--- src/rtl/su4_dot_acc_pkg.sv ---
// rtl/su4_dot_acc_pkg.sv - shared widths and helpers for the signed x unsigned dot-product stage
package su4_mac_pkg;

    localparam int OP_W   = 4;
    localparam int PROD_W = 8;

    function automatic int clog2(input int v);
        int r;
        r = 0;
        while ((1 << r) < v) r++;
        return r;
    endfunction

    // Callers size-cast the 32-bit result down to their accumulator width.
    function automatic logic [31:0] ext_prod(input logic [PROD_W-1:0] p);
        return {{(32-PROD_W){p[PROD_W-1]}}, p};
    endfunction

endpackage

--- src/rtl/su4_dot_acc_if.sv ---
// rtl/su4_dot_acc_if.sv - operand stream, multiplier link and result stream of the dot-product stage
interface su4_dot_acc_if #(
    parameter int ACC_W = 12
);
    import su4_mac_pkg::*;

    logic              clr;
    logic              in_valid;
    logic              in_ready;
    logic [OP_W-1:0]   in_s;
    logic [OP_W-1:0]   in_u;
    logic [OP_W-1:0]   mul_s;
    logic [OP_W-1:0]   mul_u;
    logic [PROD_W-1:0] mul_p;
    logic              out_valid;
    logic              out_ready;
    logic [ACC_W-1:0]  out_acc;

    modport master (
        output clr, in_valid, in_s, in_u, mul_p, out_ready,
        input  in_ready, mul_s, mul_u, out_valid, out_acc
    );

    modport slave (
        input  clr, in_valid, in_s, in_u, mul_p, out_ready,
        output in_ready, mul_s, mul_u, out_valid, out_acc
    );

endinterface

--- src/rtl/su4_dot_acc_acc_out.sv ---
// rtl/su4_dot_acc_acc_out.sv - accumulator, result register and back-pressure for the dot-product stage
module su4_acc_out
    import su4_mac_pkg::*;
#(
    parameter int ACC_W = 12
) (
    input  logic              clk,
    input  logic              rst_n,
    input  logic              clr_i,
    input  logic              op_v_i,
    input  logic              op_last_i,
    input  logic [PROD_W-1:0] mul_p_i,
    input  logic              out_ready_i,
    output logic              stall_o,
    output logic              out_valid_o,
    output logic [ACC_W-1:0]  out_acc_o
);

    logic [ACC_W-1:0] acc_q, acc_d;
    logic [ACC_W-1:0] out_acc_q, out_acc_d;
    logic             out_valid_q, out_valid_d;
    logic [ACC_W-1:0] sum;
    logic             stall, consume, load;

    // Only a group's final product can be blocked; partial sums keep flowing.
    assign stall   = op_v_i & op_last_i & out_valid_q & ~out_ready_i;
    assign consume = op_v_i & ~stall;
    assign load    = consume & op_last_i;
    assign sum     = acc_q + ACC_W'(ext_prod(mul_p_i));

    always_comb begin
        acc_d       = acc_q;
        out_acc_d   = out_acc_q;
        out_valid_d = out_valid_q;
        if (clr_i) begin
            acc_d       = '0;
            out_acc_d   = '0;
            out_valid_d = 1'b0;
        end else begin
            if (consume) acc_d = op_last_i ? '0 : sum;
            if (load) begin
                out_acc_d   = sum;
                out_valid_d = 1'b1;
            end else if (out_ready_i) begin
                out_valid_d = 1'b0;
            end
        end
    end

    always_ff @(posedge clk or negedge rst_n) begin
        if (!rst_n) begin
            acc_q       <= '0;
            out_acc_q   <= '0;
            out_valid_q <= 1'b0;
        end else begin
            acc_q       <= acc_d;
            out_acc_q   <= out_acc_d;
            out_valid_q <= out_valid_d;
        end
    end

    assign stall_o     = stall;
    assign out_valid_o = out_valid_q;
    assign out_acc_o   = out_acc_q;

endmodule

--- src/rtl/su4_dot_acc.sv ---
// rtl/su4_dot_acc.sv - streams operand pairs to an external 4x4 multiplier and sums LEN products per result
module su4_dot_acc
    import su4_mac_pkg::*;
#(
    parameter int LEN   = 8,
    parameter int ACC_W = 12
) (
    input  logic clk,
    input  logic rst_n,
    su4_dot_acc_if.slave bus
);

    localparam int               CNT_W    = (LEN > 1) ? clog2(LEN) : 1;
    localparam logic [CNT_W-1:0] CNT_LAST = CNT_W'(LEN - 1);

    logic [CNT_W-1:0] in_cnt_q, in_cnt_d;
    logic [OP_W-1:0]  mul_s_q, mul_s_d;
    logic [OP_W-1:0]  mul_u_q, mul_u_d;
    logic             op_v_q, op_v_d;
    logic             op_last_q, op_last_d;
    logic             stall, accept;
    logic             out_valid;
    logic [ACC_W-1:0] out_acc;

    assign accept = bus.in_valid & ~stall;

    always_comb begin
        in_cnt_d  = in_cnt_q;
        mul_s_d   = mul_s_q;
        mul_u_d   = mul_u_q;
        op_v_d    = op_v_q;
        op_last_d = op_last_q;
        if (bus.clr) begin
            in_cnt_d  = '0;
            op_v_d    = 1'b0;
            op_last_d = 1'b0;
        end else if (!stall) begin
            // Stage 2 drains op_v every unstalled cycle, so it only survives a refill.
            op_v_d = accept;
            if (accept) begin
                mul_s_d   = bus.in_s;
                mul_u_d   = bus.in_u;
                op_last_d = (in_cnt_q == CNT_LAST);
                in_cnt_d  = (in_cnt_q == CNT_LAST) ? '0 : in_cnt_q + 1'b1;
            end
        end
    end

    always_ff @(posedge clk or negedge rst_n) begin
        if (!rst_n) begin
            in_cnt_q  <= '0;
            mul_s_q   <= '0;
            mul_u_q   <= '0;
            op_v_q    <= 1'b0;
            op_last_q <= 1'b0;
        end else begin
            in_cnt_q  <= in_cnt_d;
            mul_s_q   <= mul_s_d;
            mul_u_q   <= mul_u_d;
            op_v_q    <= op_v_d;
            op_last_q <= op_last_d;
        end
    end

    su4_acc_out #(
        .ACC_W(ACC_W)
    ) u_acc_out (
        .clk        (clk),
        .rst_n      (rst_n),
        .clr_i      (bus.clr),
        .op_v_i     (op_v_q),
        .op_last_i  (op_last_q),
        .mul_p_i    (bus.mul_p),
        .out_ready_i(bus.out_ready),
        .stall_o    (stall),
        .out_valid_o(out_valid),
        .out_acc_o  (out_acc)
    );

    assign bus.in_ready  = ~stall;
    assign bus.mul_s     = mul_s_q;
    assign bus.mul_u     = mul_u_q;
    assign bus.out_valid = out_valid;
    assign bus.out_acc   = out_acc;

endmodule

--- src/flat_wrapper.sv ---
// flat-port wrapper written by rule: the top's interface ports become plain ports
module su4_dot_acc_flat import su4_mac_pkg::*;
#(
    parameter int LEN   = 8,
    parameter int ACC_W = 12
)
  (clk, rst_n, bus_clr, bus_in_valid, bus_in_s, bus_in_u, bus_mul_p, bus_out_ready, bus_in_ready, bus_mul_s, bus_mul_u, bus_out_valid, bus_out_acc);
  su4_dot_acc_if #(.ACC_W(ACC_W)) bus_i ();
  input  logic clk;
  input  logic rst_n;
  input wire logic [$bits(bus_i.clr)-1:0] bus_clr;
  input wire logic [$bits(bus_i.in_valid)-1:0] bus_in_valid;
  input wire logic [$bits(bus_i.in_s)-1:0] bus_in_s;
  input wire logic [$bits(bus_i.in_u)-1:0] bus_in_u;
  input wire logic [$bits(bus_i.mul_p)-1:0] bus_mul_p;
  input wire logic [$bits(bus_i.out_ready)-1:0] bus_out_ready;
  output wire logic [$bits(bus_i.in_ready)-1:0] bus_in_ready;
  output wire logic [$bits(bus_i.mul_s)-1:0] bus_mul_s;
  output wire logic [$bits(bus_i.mul_u)-1:0] bus_mul_u;
  output wire logic [$bits(bus_i.out_valid)-1:0] bus_out_valid;
  output wire logic [$bits(bus_i.out_acc)-1:0] bus_out_acc;
  assign bus_i.clr = bus_clr;
  assign bus_i.in_valid = bus_in_valid;
  assign bus_i.in_s = bus_in_s;
  assign bus_i.in_u = bus_in_u;
  assign bus_i.mul_p = bus_mul_p;
  assign bus_i.out_ready = bus_out_ready;
  assign bus_in_ready = bus_i.in_ready;
  assign bus_mul_s = bus_i.mul_s;
  assign bus_mul_u = bus_i.mul_u;
  assign bus_out_valid = bus_i.out_valid;
  assign bus_out_acc = bus_i.out_acc;
  su4_dot_acc #(.LEN(LEN), .ACC_W(ACC_W)) u_core (.clk(clk), .rst_n(rst_n), .bus(bus_i));
endmodule
--- config.mk ---
export PLATFORM = sky130hd
export DESIGN_NAME = su4_dot_acc_flat
export DESIGN_NICKNAME = d
export VERILOG_FILES = /design/src/rtl/su4_dot_acc_pkg.sv /design/src/rtl/su4_dot_acc_if.sv /design/src/rtl/su4_dot_acc_acc_out.sv /design/src/rtl/su4_dot_acc.sv /design/src/flat_wrapper.sv
export SDC_FILE = /design/constraint.sdc
export NUM_CORES = 1
export LEC_CHECK = 0
export BUFFER_PORTS_ARGS = -buffer_cell sky130_fd_sc_hd__buf_2
export CAP_MARGIN = 0
export CORE_MARGIN = 2
export CORE_UTILIZATION = 45
export CTS_CLUSTER_SIZE = 28
export DETAILED_ROUTE_END_ITERATION = 7
export GPL_TIMING_DRIVEN = 0
export PLACE_DENSITY_LB_ADDON = 0.2
export SETUP_SLACK_MARGIN = 0.4
export SYNTH_ARGS = -nofsm -noshare
export SYNTH_HDL_FRONTEND = slang
export SYNTH_SLANG_ARGS = --single-unit
--- constraint.sdc ---
create_clock -name clk -period 3.6 [get_ports clk]
set_input_delay 0.9 -clock clk [delete_from_list [all_inputs] [get_ports clk]]
set_output_delay 0.9 -clock clk [all_outputs]
set_load 0.02 [all_outputs]
; Word level (Yosys, flattened, before mapping)
; Cells that the tools add are included.
[totals]
ff_bits = 38
input_bits = 21
out_inout_bits = 22
elab_cells = 44
[op_classes]
addsub = 2
n_eq_ne = 2
muxes = 17
n_bitwise = 9
n_reduce_logical = 6
[ops]
columns = cell, n
row1 = $mux 12, 5
row2 = $add 12x12->12, 1
row3 = $mux 3, 4
row4 = $mux 1, 8
row5 = $and 1x1->1, 6
row6 = $reduce_bool 2->1, 3
row7 = $add 3x1->3 const B, 1
row8 = $eq 3x3->1 const B, 1
row9 = $not 1->1, 3
row10 = $reduce_and 3->1, 1
row11 = $reduce_bool 3->1, 1
row12 = $ne 2x2->1 const B, 1
row13 = $reduce_and 2->1, 1

; Longest topological paths before layout
; Gate-level depths: netlist (run 1).
[logic_depth]
ltp_word = 8
mapped_depth = 8
ltp_nobuf = 8

; Hierarchy
; A second synthesis (run 1) with hierarchy kept.
[hier_totals]
hier_cells = 208
area_unflattened_um2 = 2130.8
[modules_own_cells]
columns = mod, instances, cells_per_inst, area_each_um2, seq_area_each_um2
row1 = su4_acc_out, 1, 170, 1565.3, 625.6
row2 = su4_dot_acc, 1, 38, 565.5, 325.3

; Worst setup path after synthesis (run 1)
; No wires, ideal clock.
[synth_timing]
path_type = input port to flip-flop
from = input bus_mul_p[0]
to = register u_core.u_acc_out.acc_q[8]
setup_ps = 121
arrival_ps = 2549
required_ps = 3479
setup_slack_ps = 930
path_stages = 8
n_path_buf = 0
path_cell_list = ha_1 > fa_1 > a21oi_1 > o21ai_1 > a211o_1 > a31oi_1 > xnor2_1 > a22o_1
[synth_between]
elab_chain_len = 4
[synth_rtl]
columns = element, line_no
row1 = start: declaration, flat_wrapper.sv:15  ; input wire logic [$bits(bus_i.mul_p)-1:0] bus_mul_p;
row2 = $add 12x12->12, su4_dot_acc_acc_out.sv:29  ; assign sum = acc_q + ACC_W'(ext_prod(mul_p_i));
row3 = $mux 12 (2 in a row), su4_dot_acc_acc_out.sv:40  ; if (consume) acc_d = op_last_i ? '0 : sum;
row4 = $mux 12, su4_dot_acc_acc_out.sv:35  ; if (clr_i) begin
row5 = end signal: assignment, su4_dot_acc_acc_out.sv:52  ; acc_q <= '0;
row6 = end signal: assignment, su4_dot_acc_acc_out.sv:56  ; acc_q <= acc_d;
row7 = end: declaration, su4_dot_acc_acc_out.sv:19  ; logic [ACC_W-1:0] acc_q, acc_d;
; No other way between the ends. The select of a mux whose other input is x is not followed.
; A chain may end at the register's enable or synchronous reset.

; Worst setup path in the final report (run 1)
; Same ends and word-level chain as after synthesis.

==> impl_results.md, run 1 <==
- Status: finished, final reports clean
- Post-synthesis cell area: 2000 um^2
- Hold_sp: u_core.u_acc_out.acc_q[2]
- Worst Max-Slew Pin Slew: 0.862 ns
- Total Die Area: 5000 um^2
- Worst hold path cell count: 2
- Clock period minus final worst setup slack: 2.66 ns
- Ratio of cells with drive above 1 in the final layout: 0.317
- P_sw: 315 uW
- Initial antenna violation count: 0
- Highest-count cells in the layout ignoring fill and taps: buf_2, dfrtp_1, a22o_1
- Unique cell type count in the Yosys netlist: 38
- Tightest slew margin relative to the limit: 0.425
- Number of buffer and inverter stages on the critical path: 1
- Antenna violation net count after detailed routing: 0
- Multi-input gate area: 987 um^2
- Routed met1 length: 1940 um
- Setup repair after global routing missed its margin: no
- Clk Tree Root Cell: clkbuf_8
- Most instantiated flip-flop cell in the synthesis netlist: dfrtp_1
- Met3 WL post-DR: 148 um
- Worst endpoint data arrival time: 2.85 ns
- Number of port buffers: 41
- Final Slew Violations: 0
- Floorplan die height: 70.7 um
- Total via count in the routed design: 1509
- Sum of met2 wire segment lengths after detailed routing: 1930 um
- Internal Pwr Total: 841 uW
- First-pass GRT wire length: 7250 um
- Max Cap Violations: 0
- Setup slack of the worst register-to-register path: 1.27 ns
- Critical path peak fanout: 3
- Peak VDD IR: 0.267 mV
- Depth of the critical timing path with buffers and inverters included: 9
- Largest incremental delay on the critical path: 0.40 ns
- Path category of the worst min-delay check: flip-flop to flip-flop
- Core region area: 4320 um^2
- Remaining routing DRC violations: 0
- Period Utilization, post-route: 0.740
- Type of the worst setup path: primary input to flip-flop
- Hold_buf cts: 0
- RD Place Congestion: 0.782
- Post-route cell area: 2410 um^2
- Post-Route Setup TNS: 0 ns
- Number of instances in the synthesized netlist: 172
- First-pass detailed-route iteration total: 4
- Fmax achieved: 0.375 GHz
- Cell area reported after detailed placement: 2270 um^2
- FF+latch area: 951 um^2
- Maximum clock skew at final layout: 0.00308 ns
- Static leakage power: 1.24 nW
- All-layer global routing usage: 0.182
- Synth async-reset ratio: 1.00
- Via-per-instance ratio: 5.53
- Number of top-level design ports: 43
- Top layer reached by signal wires: met4
- Largest net degree at the start of global routing: 39
- Number of setup violations in the final report: 0
- Sequential fraction of design power: 0.412
- Iteration-0 DRC Markers: 82
- Part of the power in combinational logic: 0.210
- Critical Path Slowest Stage Cell: fa_1
- Row Count: 24
- Number of global-route vias before repair: 1573
- Endpoint of the worst register-to-register path: u_core.u_acc_out.acc_q[8]
- Post-Syn Nets: 207
- Maximum buffer depth of the clock tree: 2
- Number of warnings printed during yosys synthesis: 0
- Power density cells: 479 nW/um^2
- Clock tree from TritonCTS: done
- Mean post-synth cell area: 11.7 um^2
- End point of the worst hold path: u_core.u_acc_out.acc_q[2]
- Depth of the CTS H-tree: 2
- Hpwl dp: 2840 um
- Crit-path leading delay family: compound AO/OA/AOI/OAI gates
- Most common cell after layout, fill and taps aside: buf_2
- Cts repair resizes: 0
- Number of buffers created by CTS: 5
- Clock network fraction of total power: 0.378
- Clock Sinks: 38
- # Post-CTS Setup Buffers: 0
- Total wire length after detailed routing: 4030 um
- Part of the Yosys area used for sequential elements: 0.474
- Kind of capture point of the worst setup path: flip-flop
- Critical Path Start Type: primary input
- Switching part of the total power: 0.272
- R2R Path Start: u_core.u_acc_out.acc_q[0]
- Global route overflow: 0
- Wirelength per Cell: 14.8 um
- Clock latency on the worst-skew pair: 0.29 ns
- Number of filler cells placed in the layout: 390
- Count of final hold-check violations: 0
- Required time at the endpoint of the critical path: 3.78 ns
- Count of flip-flops with a built-in enable after synthesis: 0
- Die span in x: 70.7 um
- Clk pin slew, worst setup/hold paths: 0.08 ns
- Worst reg2reg path depth: 8
- Initial core utilization: 0.464
- Number of nets in the finished design: 255
- Antenna cells: 0
- Cell-by-cell trace of the critical path: buf_2 > ha_1 > fa_1 > a21oi_1 > o21ai_1 > a211o_1 > a31oi_1 > xnor2_1 > a22o_1
- Count of state elements after synthesis: 38
- Worst setup slack after layout: 0.936 ns
- Layout overhead on the synthesized area: 20.3%
- Pre-CTS setup slack: 0.655 ns
[worst max path at each step]
stage                       from                   endpoint  slack (ns)
CTS                 bus_mul_p[0]  u_core.u_acc_out.acc_q[8]        0.94
global route        bus_mul_p[0]  u_core.u_acc_out.acc_q[8]        0.82
finish              bus_mul_p[0]  u_core.u_acc_out.acc_q[8]        0.94
global placement    bus_mul_p[0]  u_core.u_acc_out.acc_q[8]        0.64
detailed placement  bus_mul_p[0]  u_core.u_acc_out.acc_q[8]        0.65
floorplan           bus_mul_p[0]  u_core.u_acc_out.acc_q[8]        0.93
[synthesized netlist by cell type (2+ instances only)]
cell type   n  area [um^2]
dfrtp_1    38          951
a22o_1     24          210
nand2_1    15         56.3
ha_1       13          163
a21oi_1     9         45.0
mux2_2      8         90.1
xor2_1      7         61.3
nor2_1      6         22.5
o21ai_0     6         30.0
nand3_1     5         25.0
a31oi_1     4         25.0
clkbuf_1    3         11.3
inv_1       3         11.3
xnor2_1     3         26.3
clkbuf_8    2         27.5
nand2b_1    2         12.5
o211ai_2    2         25.0
o21bai_1    2         15.0
[power by group through the flow]
| stage | logic, mW | clock network [mW] | registers (mW) |
|---|---|---|---|
| global placement | 0.238 | 0 | 0.483 |
| global route | 0.274 | 0.467 | 0.481 |
| detailed placement | 0.242 | 0 | 0.484 |
| CTS | 0.245 | 0.448 | 0.476 |
| finish | 0.243 | 0.436 | 0.476 |
| floorplan | 0.160 | 0 | 0.499 |
[area by class of cell]
class | count | area share
repair buffers | 41 | 0.0851
flip-flops and latches | 38 | 0.394
well taps | 52 | 0.0270
clock inverters | 3 | 0.0285
plain buffers | 7 | 0.0228
multi-input cells | 124 | 0.409
clock buffers | 5 | 0.0285
inverters | 3 | 0.00467
[flip-flops by register name, indices dropped and copies added (netlist names)]
name / count
u_core.bus.mul_s: 4
u_core.bus.mul_u: 4
u_core.in_cnt_q: 3
u_core.op_last_q: 1
u_core.op_v_q: 1
u_core.u_acc_out.acc_q: 12
u_core.u_acc_out.out_acc_o: 12
u_core.u_acc_out.out_valid_o: 1
[through the flow]
stage               hold slack (ns)  std cells   util  power, mW
finish                        0.498        273  0.558       1.16
global route                  0.529        273  0.558       1.22
CTS                           0.499        273  0.558       1.17
detailed placement            0.477        265  0.526      0.727
global placement              0.466        265  0.526      0.721
floorplan                     0.452        172      -      0.659
[kinds of logic after synthesis]
kind of cell / Yosys count / share of synthesized area
fa+ha+maj: 14 / 0.0911
simple gates: 35 / 0.0830
compound gates: 55 / 0.211
flops: 38 / 0.474
mux: 9 / 0.0524
buf+inv: 10 / 0.0331
xor+xnor: 11 / 0.0549
[tightest hold or removal path, stage by stage, from the launching register on]
cell     delay (ns)
dfrtp_1        0.35
nand2_1        0.05
o21ai_0        0.06
[routing by layer]
metal  global-route usage  vias to the layer above
met1                0.244                      742
li1                     -                      732
met2                0.291                       33
met4               0.0503                        0
met5                    0                        -
met3               0.0527                        2
Power figures use the tool's default switching activity.
==> run 2: changes to the inputs <==
- clock period: 3.6 -> 2.2 ns (I/O delays scaled with it)
==> impl_results.md, run 2 (same netlist as run 1, synthesis figures left out) <==
- First-pass detailed-route iteration total: 5
- Clk Tree Root Cell: clkbuf_8
- Critical Path Start Type: primary input
- First-pass GRT wire length: 7800 um
- Hold_buf cts: 0
- Number of filler cells placed in the layout: 365
- Number of port buffers: 41
- Cell-by-cell trace of the critical path: clkbuf_4 > ha_4 > o21ai_0 > nor2_2 > o41ai_2 > o31a_2 > xnor3_1 > a22o_1
- Most common cell after layout, fill and taps aside: buf_2
- Path category of the worst min-delay check: primary input to asynchronous set/reset pin
- Number of global-route vias before repair: 1655
- Number of top-level design ports: 43
- Layout overhead on the synthesized area: 33.1%
- Remaining routing DRC violations: 0
- Global route overflow: 0
- Row Count: 24
- Clk pin slew, worst setup/hold paths: 0.08 ns
- RD Place Congestion: 0.885
- Maximum buffer depth of the clock tree: 2
- Antenna violation net count after detailed routing: 0
- Critical path peak fanout: 8
- Iteration-0 DRC Markers: 99
- Ratio of cells with drive above 1 in the final layout: 0.459
- Critical Path Slowest Stage Cell: ha_4
- Initial antenna violation count: 0
- Clock Sinks: 38
- Clock period minus final worst setup slack: 2.05 ns
- Antenna cells: 0
- Static leakage power: 1.30 nW
- Largest net degree at the start of global routing: 39
- Kind of capture point of the worst setup path: flip-flop
- Worst endpoint data arrival time: 2.24 ns
- Status: finished, final reports clean
- Count of final hold-check violations: 0
- Worst setup slack after layout: 0.153 ns
- Hpwl dp: 3270 um
- Setup repair after global routing missed its margin: yes
- Clock latency on the worst-skew pair: 0.29 ns
- Tightest slew margin relative to the limit: 0.428
- Total wire length after detailed routing: 4740 um
- Period Utilization, post-route: 0.930
- Type of the worst setup path: primary input to flip-flop
- Clock tree from TritonCTS: done
- Peak VDD IR: 0.478 mV
- Die span in x: 70.7 um
- Total Power: 1.84 mW
- Via-per-instance ratio: 5.58
- Fmax achieved: 0.489 GHz
- Maximum clock skew at final layout: 0.0108 ns
- Pre-CTS setup slack: -0.247 ns
- Total Die Area: 5000 um^2
- Total via count in the routed design: 1590
- Number of buffers created by CTS: 5
- Number of nets in the finished design: 267
- Depth of the CTS H-tree: 2
- Required time at the endpoint of the critical path: 2.39 ns
- Power density cells: 691 nW/um^2
- Largest incremental delay on the critical path: 0.29 ns
- Wirelength per Cell: 16.6 um
- Initial core utilization: 0.464
- Final Slew Violations: 0
- Worst Max-Slew Pin Slew: 0.858 ns
- Number of setup violations in the final report: 0
- Highest-count cells in the layout ignoring fill and taps: buf_2, dfrtp_1, a22o_1
- Cell area reported after detailed placement: 2350 um^2
- All-layer global routing usage: 0.201
- Core region area: 4320 um^2
- Post-route cell area: 2670 um^2
- Floorplan die height: 70.7 um
- Max Cap Violations: 0
- Setup slack of the worst register-to-register path: 0.16 ns
==> run 2: stage by stage <==
stage | setup TNS, ns | hold slack [ns] | cells | util
after floorplan | 0 | 0.254 | 172 | -
after global placement | -0.588 | 0.484 | 265 | 0.544
after detailed placement | -0.777 | 0.489 | 265 | 0.544
after CTS | 0 | 0.387 | 281 | 0.591
after global routing | 0 | 0.417 | 285 | 0.617
final | 0 | 0.359 | 285 | 0.617
==> run 2: repair_timing <==
action,in CTS,in global routing
buffers inserted,8,4
gates resized for setup,6,18
pin swaps,16,8
endpoints found under the setup margin,11,23
==> run 2: layout make-up <==
class	instances	area, um^2	area share
well taps	52	65.1	0.0244
inverters	3	11.3	0.00422
plain buffers	7	56.3	0.0211
clock buffers	6	82.6	0.0310
multi-input cells	124	1190	0.445
clock inverters	2	12.5	0.00469
flip-flops and latches	38	951	0.356
repair buffers	53	302	0.113
==> run 2: metal layers <==
metal / routed length (um) / global-route usage
met1: 1970 / 0.240
met5: 0 / 0
met4: 42 / 0.0692
met2: 2480 / 0.348
met3: 249 / 0.0556
==> run 2: final timing paths <==
path,end,start,cells past startpoint
worst max-delay path,u_core.u_acc_out.out_acc_o[11],bus_mul_p[7],8
worst min register to register,u_core.u_acc_out.out_acc_o[7],u_core.u_acc_out.out_acc_o[7],1
min in group clk,u_core.bus.mul_s[0],bus_in_s[0],2
max in group asynchronous,u_core.bus.mul_u[1],rst_n,1
worst min-delay path,u_core.u_acc_out.out_acc_o[4],rst_n,1
worst max register to register,u_core.u_acc_out.acc_q[8],u_core.u_acc_out.acc_q[0],8
==> run 2: critical path, delay by kind of cell <==
| family | cells | cell delay [ns] |
|---|---|---|
| xor+xnor | 1 | 0.22 |
| compound gates | 4 | 0.90 |
| fa+ha+maj | 1 | 0.29 |
| simple gates | 1 | 0.08 |
| buf+inv | 1 | 0.19 |
==> run 2: power breakdown <==
part | total, mW | internal (mW) | switching (mW)
Sequential | 0.789 | 0.749 | 0.0400
Combinational | 0.546 | 0.267 | 0.279
Clock | 0.507 | 0.252 | 0.255
Total | 1.84 | 1.27 | 0.575
